--- src/rtl/iir_mac_scheduler.sv ---
// Round-robin scheduler sharing one 4x4 signed multiplier among NCH comb-IIR
// channels, y[n] = COEF*x[n] + y[n-4], with per-channel 4-deep history.
module iir_mac_scheduler #(
    parameter int               NCH  = 4,
    parameter logic signed [3:0] COEF = 4'sb0111,
    localparam int              CW   = (NCH > 1) ? $clog2(NCH) : 1
) (
    input  logic             clk,
    input  logic             rst,
    input  logic [NCH-1:0]   ch_en,
    input  logic [NCH-1:0]   req_valid,
    input  logic [4*NCH-1:0] req_x,
    output logic [NCH-1:0]   req_ready,
    output logic [3:0]       mul_a,
    output logic [3:0]       mul_b,
    input  logic [7:0]       mul_p,
    output logic             out_valid,
    output logic [CW-1:0]    out_ch,
    output logic [7:0]       out_y,
    input  logic             out_ready
);

    typedef enum logic [1:0] {IDLE, MUL, OUT} state_e;

    state_e                     state_q, state_d;
    logic [CW-1:0]              ptr_q;
    logic [CW-1:0]              gch_q;
    logic [3:0]                 x_q;
    logic [7:0]                 y_q;
    logic [CW-1:0]              ch_q;
    logic                       vld_q;
    logic [NCH-1:0][3:0][7:0]   hist_q;

    logic [NCH-1:0] elig;
    logic           found;
    logic [CW-1:0]  gnt;
    logic [CW-1:0]  idx;
    logic [7:0]     y_sum;

    // Search ptr+1 upward with wrap; ptr itself is checked last.
    always_comb begin
        elig  = req_valid & ch_en;
        found = 1'b0;
        gnt   = ptr_q;
        idx   = ptr_q;
        for (int i = 1; i <= NCH; i++) begin
            idx = ptr_q + CW'(i);
            if (!found && elig[idx]) begin
                found = 1'b1;
                gnt   = idx;
            end
        end
    end

    always_comb begin
        state_d   = state_q;
        req_ready = '0;
        mul_a     = '0;
        mul_b     = '0;
        y_sum     = hist_q[gch_q][3] + mul_p;
        unique case (state_q)
            IDLE: begin
                if (found) begin
                    // Gated so nothing is offered while reset is held.
                    req_ready[gnt] = rst;
                    state_d        = MUL;
                end
            end
            MUL: begin
                mul_a   = COEF;
                mul_b   = x_q;
                state_d = OUT;
            end
            OUT: begin
                if (out_ready) state_d = IDLE;
            end
            default: state_d = IDLE;
        endcase
    end

    always_ff @(posedge clk or negedge rst) begin
        if (!rst) begin
            state_q <= IDLE;
            ptr_q   <= CW'(NCH - 1);
            gch_q   <= '0;
            x_q     <= '0;
            y_q     <= '0;
            ch_q    <= '0;
            vld_q   <= 1'b0;
            hist_q  <= '0;
        end else begin
            state_q <= state_d;
            if (state_q == IDLE && found) begin
                x_q   <= req_x[{gnt, 2'b00} +: 4];
                gch_q <= gnt;
                ptr_q <= gnt;
            end
            if (state_q == MUL) begin
                y_q   <= y_sum;
                ch_q  <= gch_q;
                vld_q <= 1'b1;
                if (ch_en[gch_q])
                    hist_q[gch_q] <= {hist_q[gch_q][2:0], y_sum};
            end
            if (state_q == OUT && out_ready)
                vld_q <= 1'b0;
            // A disabled channel's history is held at zero, overriding writes.
            for (int c = 0; c < NCH; c++) begin
                if (!ch_en[c]) hist_q[c] <= '0;
            end
        end
    end

    assign out_valid = vld_q;
    assign out_ch    = ch_q;
    assign out_y     = y_q;

endmodule

--- config.mk ---
export PLATFORM = sky130hd
export DESIGN_NAME = iir_mac_scheduler
export DESIGN_NICKNAME = d
export VERILOG_FILES = /design/src/rtl/iir_mac_scheduler.sv
export SDC_FILE = /design/constraint.sdc
export NUM_CORES = 1
export LEC_CHECK = 0
export BUFFER_PORTS_ARGS = -buffer_cell sky130_fd_sc_hd__buf_2
export CAP_MARGIN = 5
export CORE_MARGIN = 1
export CORE_UTILIZATION = 50
export CTS_BUF_LIST = sky130_fd_sc_hd__clkbuf_2 sky130_fd_sc_hd__clkbuf_4 sky130_fd_sc_hd__clkbuf_8
export DETAILED_ROUTE_END_ITERATION = 8
export PLACE_DENSITY = 0.69
export REMOVE_ABC_BUFFERS = 1
export SETUP_SLACK_MARGIN = 0.4
export SLEW_MARGIN = 30
export SYNTH_ARGS = -nofsm -noshare
export SYNTH_HDL_FRONTEND = slang
export SYNTH_SLANG_ARGS = --single-unit
--- constraint.sdc ---
create_clock -name clk -period 3.1 [get_ports clk]
set_input_delay 0.62 -clock clk [delete_from_list [all_inputs] [get_ports clk]]
set_output_delay 0.62 -clock clk [all_outputs]
set_load 0.005 [all_outputs]
==> key figures <==
Outcome
  – Outcome: complete, no violations

Clock tree
  – Post-CTS Hold Fix Bufs: 0
  – H-Tree Depth: 4
  – CTS Root Buffer Type: clkbuf_8
  – CTS tree: built
  – Clk buf depth: 2
  – Clock Latency Late Sink: ~450 ps
  – Num CTS Buffers: 17
  – Clk pin slew, worst setup/hold paths: approximately 80 ps
  – Num Clock Sinks: roughly 150

Critical path
  – Cell family with most CP delay: buffers and inverters
  – Crit path cell chain: buf_2, a22oi_1, a311o_1, inv_1, nand2_1, nor3_1, buf_2
  – Buf/Inv on CP: 3
  – Worst R2R Path Depth: 8
  – Max stage delay cell, worst path: a311o_1
  – Reg-to-reg critical path endpoint: hist_q[102]
  – Startpoint Class: input port
  – Worst Path Required: approximately 2500 ps
  – Worst path most repeated cell: buf_2
  – Crit Path Category: input port to primary output
  – R2r startpoint: gch_q[0]
  – Crit path launch: ch_en[0]
  – R2R Setup Slk: roughly 570 ps
  – Slowest stage delay, CP: about 440 ps
  – Critical path data arrival time: approximately 2000 ps
  – Setup crit end kind: primary output
  – CP Max Fanout: 11

Drt
  – Vias per Instance: a little under 6
  – Number of antenna-violating nets in the routed design: 0
  – DR WL/cell: between 15 and 20 um
  – DR iter-0 viols: 407
  – Post-Route WL: between 15 and 20 mm
  – DRT Pass-1 Iters: 5
  – Via count: ~5.4k
  – # DRC: 0

Floorplan
  – Die X-Extent: between 100 and 150 um
  – FP Rows: 42
  – Die Height: around 120 um
  – Die area: approximately 0.014 sq mm
  – Core area: ~0.013 sq mm
  – I/O pin total: just under 60
  – Initial core utilization: 0.518

Global routing
  – Global-route wire length before repair: ~28 mm
  – Initial antenna violation count: 0
  – M3 GR Usage: 0.0585
  – GRT overflow: 0
  – GRT met2 Usage: 0.408
  – Gr usage total: 0.251
  – Largest net degree at the start of global routing: 150
  – M1 GR Usage: 0.331
  – GR peak layer: met2
  – Vias in the first global route: between 5k and 6k

STA
  – Max-slew headroom: 0.481
  – Clock Skews: about 6.6 ps
  – RSZ-0062 raised after global routing: false
  – Slew @ Worst Pin: 779 ps
  – Slew Viols, Final: 0
  – Setup_tns: 0 ps
  – Period utilization: 0.850
  – Max Clk Rate: ~380 MHz
  – Setup violations, final: 0
  – Tmin final: roughly 2600 ps
  – Final hold violation count: 0

Synth
  – Syn Inst Count: ~690
  – Register area share after synthesis: 0.537
  – Synth warnings: 0
  – Avg Inst Size Synth: about 10 sq um
  – Synth Register Bits: 149
  – Synthesized area: a little under 0.007 sq mm
  – Distinct cells, synth: 44

Final layout
  – Commonest non-fill, non-tap cell in the layout: o21ai_0
  – Filler cells: approximately 1.2k
  – Fin nets: just under 800
  – Commonest non-fill, non-tap cells in the layout: 156 x o21ai_0, 145 x dfrtp_1, 99 x nand3_1
  – Area of the multi-input gates: a little under 0.003 sq mm
  – Antenna fix cells: 0
  – Finished Layout Cells: about 920
  – Share of cells above drive strength 1: 0.205
  – Register Area: 0.00373 sq mm
  – Area delta synth->final: 11.9%

Power and ir drop
  – PD cells: around 740 mW/mm^2
  – Worst VDD drop: a little under 500 uV
  – Pleak: ~3.7 nW

Hold path
  – Hold WC Path Type: input port to asynchronous set/reset pin

Placed design
  – Port Buffers: between 50 and 60
  – GPL Wtd Cong: approximately 0.8
  – Dpl hpwl: approximately 10 mm
  – Dpl cells: a little under 900

Flow run
  – Max_cap viols: 0
synth_stat cells:
library cell | n | area share
buf_6 | 1 | 0.0016
o21a_1 | 3 | 0.0032
o21ai_1 | 8 | 0.0058
and3_1 | 2 | 0.0018
nand3_1 | 100 | 0.072
a21oi_1 | 8 | 0.0058
dfrtp_1 | 147 | 0.53
clkinv_1 | 1 | 0.00054
nor2_1 | 7 | 0.0038
o21bai_1 | 2 | 0.0022
o21ai_0 | 157 | 0.11
and3b_1 | 1 | 0.0013
nand2b_1 | 3 | 0.0027
nand3b_1 | 2 | 0.0022
o221ai_1 | 4 | 0.0050
nand2_1 | 84 | 0.045
a21o_1 | 2 | 0.0022
ha_1 | 7 | 0.013
xnor2_2 | 1 | 0.0023
xnor2_1 | 2 | 0.0025
a211oi_1 | 2 | 0.0022
nor2b_1 | 1 | 0.00090
mux2i_1 | 32 | 0.046
buf_1 | 2 | 0.0011
a21boi_0 | 1 | 0.0011
o211ai_1 | 1 | 0.0011
dfstp_2 | 2 | 0.0076
conb_1 | 1 | 0.00054
clkbuf_1 | 32 | 0.017
or3b_1 | 1 | 0.0013
fa_1 | 1 | 0.0029
buf_2 | 17 | 0.012
xor2_1 | 4 | 0.0050
mux2_2 | 24 | 0.039
inv_1 | 5 | 0.0027
nand4_1 | 1 | 0.00090
buf_4 | 6 | 0.0065
and2_1 | 4 | 0.0036
a22oi_1 | 1 | 0.0011
a31oi_1 | 1 | 0.00090
nor3_1 | 3 | 0.0022
a311o_1 | 1 | 0.0014
mux4_2 | 8 | 0.026
a21oi_2 | 1 | 0.0013
through the flow:
step | cell area (sq um) | power [mW] | util | hold slack (ps) | setup WS, ps
3_3_place_gp | 7350 | 4.25 | 0.548 | 457 | 454
4_1_cts | 7730 | 5.73 | 0.577 | 348 | 438
2_1_floorplan | 6680 | 3.61 | - | 324 | -934
6_report | 7770 | 5.73 | 0.580 | 366 | 465
3_5_place_dp | 7350 | 4.32 | 0.548 | 467 | 366
5_1_grt | 7770 | 6.08 | 0.580 | 354 | 404
worst reg2reg max path, cell delays in order, from the launching register on:
cell	delay (ps)
dfrtp_2	410
mux4_2	500
ha_1	260
fa_2	390
a21oi_2	160
o211ai_1	140
a21oi_2	190
xor2_2	210
o21ai_0	110
power breakdown:
part | total (mW) | internal (mW) | switching [mW]
Combinational | 1.88 | 0.697 | 1.18
Clock | 1.41 | 0.723 | 0.684
Sequential | 2.44 | 2.25 | 0.192
sequential cells by signal (all words and copies together), names as in the netlist:
name and flops:
gch_q 2, hist_q 128, out_y 8, state_q 2
out_valid 1, out_ch 2, x_q 4, ptr_q 2
layout make-up:
type,count,share of cell area
clock buffer,28,0.0455
clock inverter,4,0.00258
inverter,6,0.00290
multi-input combinational,481,0.381
sequential,149,0.480
tap,176,0.0283
timing repair buffer,75,0.0589
metal layers:
| layer | part of all wire | vias up |
|---|---|---|
| met5 | 0 | - |
| met4 | 0.018 | 0 |
| met3 | 0.059 | 22 |
| met2 | 0.48 | 159 |
| met1 | 0.44 | 2663 |
| li1 | - | 2521 |
timing repair:
item | CTS | global route
resized for setup | 2 | 9
hold endpoints to repair | 0 | 0
setup buffers | 0 | 0
endpoints found under the setup margin | 5 | 20
pin swaps | 1 | 4
worst max-delay path by stage:
stage / to / slack, ps / depth (start not counted)
final: req_ready[2] / 470 / 7
after global routing: req_ready[2] / 400 / 7
after floorplan: hist_q[100] / -930 / 3
after global placement: hist_q[102] / 450 / 8
after detailed placement: hist_q[38] / 370 / 8
after CTS: hist_q[38] / 440 / 8
logic make-up after synthesis:
group | synth area share
simple gates | 0.138
compound gates | 0.146
flops | 0.537
mux | 0.111
buf+inv | 0.0420
fa+ha+maj | 0.0155
xor+xnor | 0.00991
other cells | 0.000540
No activity file was read; power rests on OpenSTA's default activity.
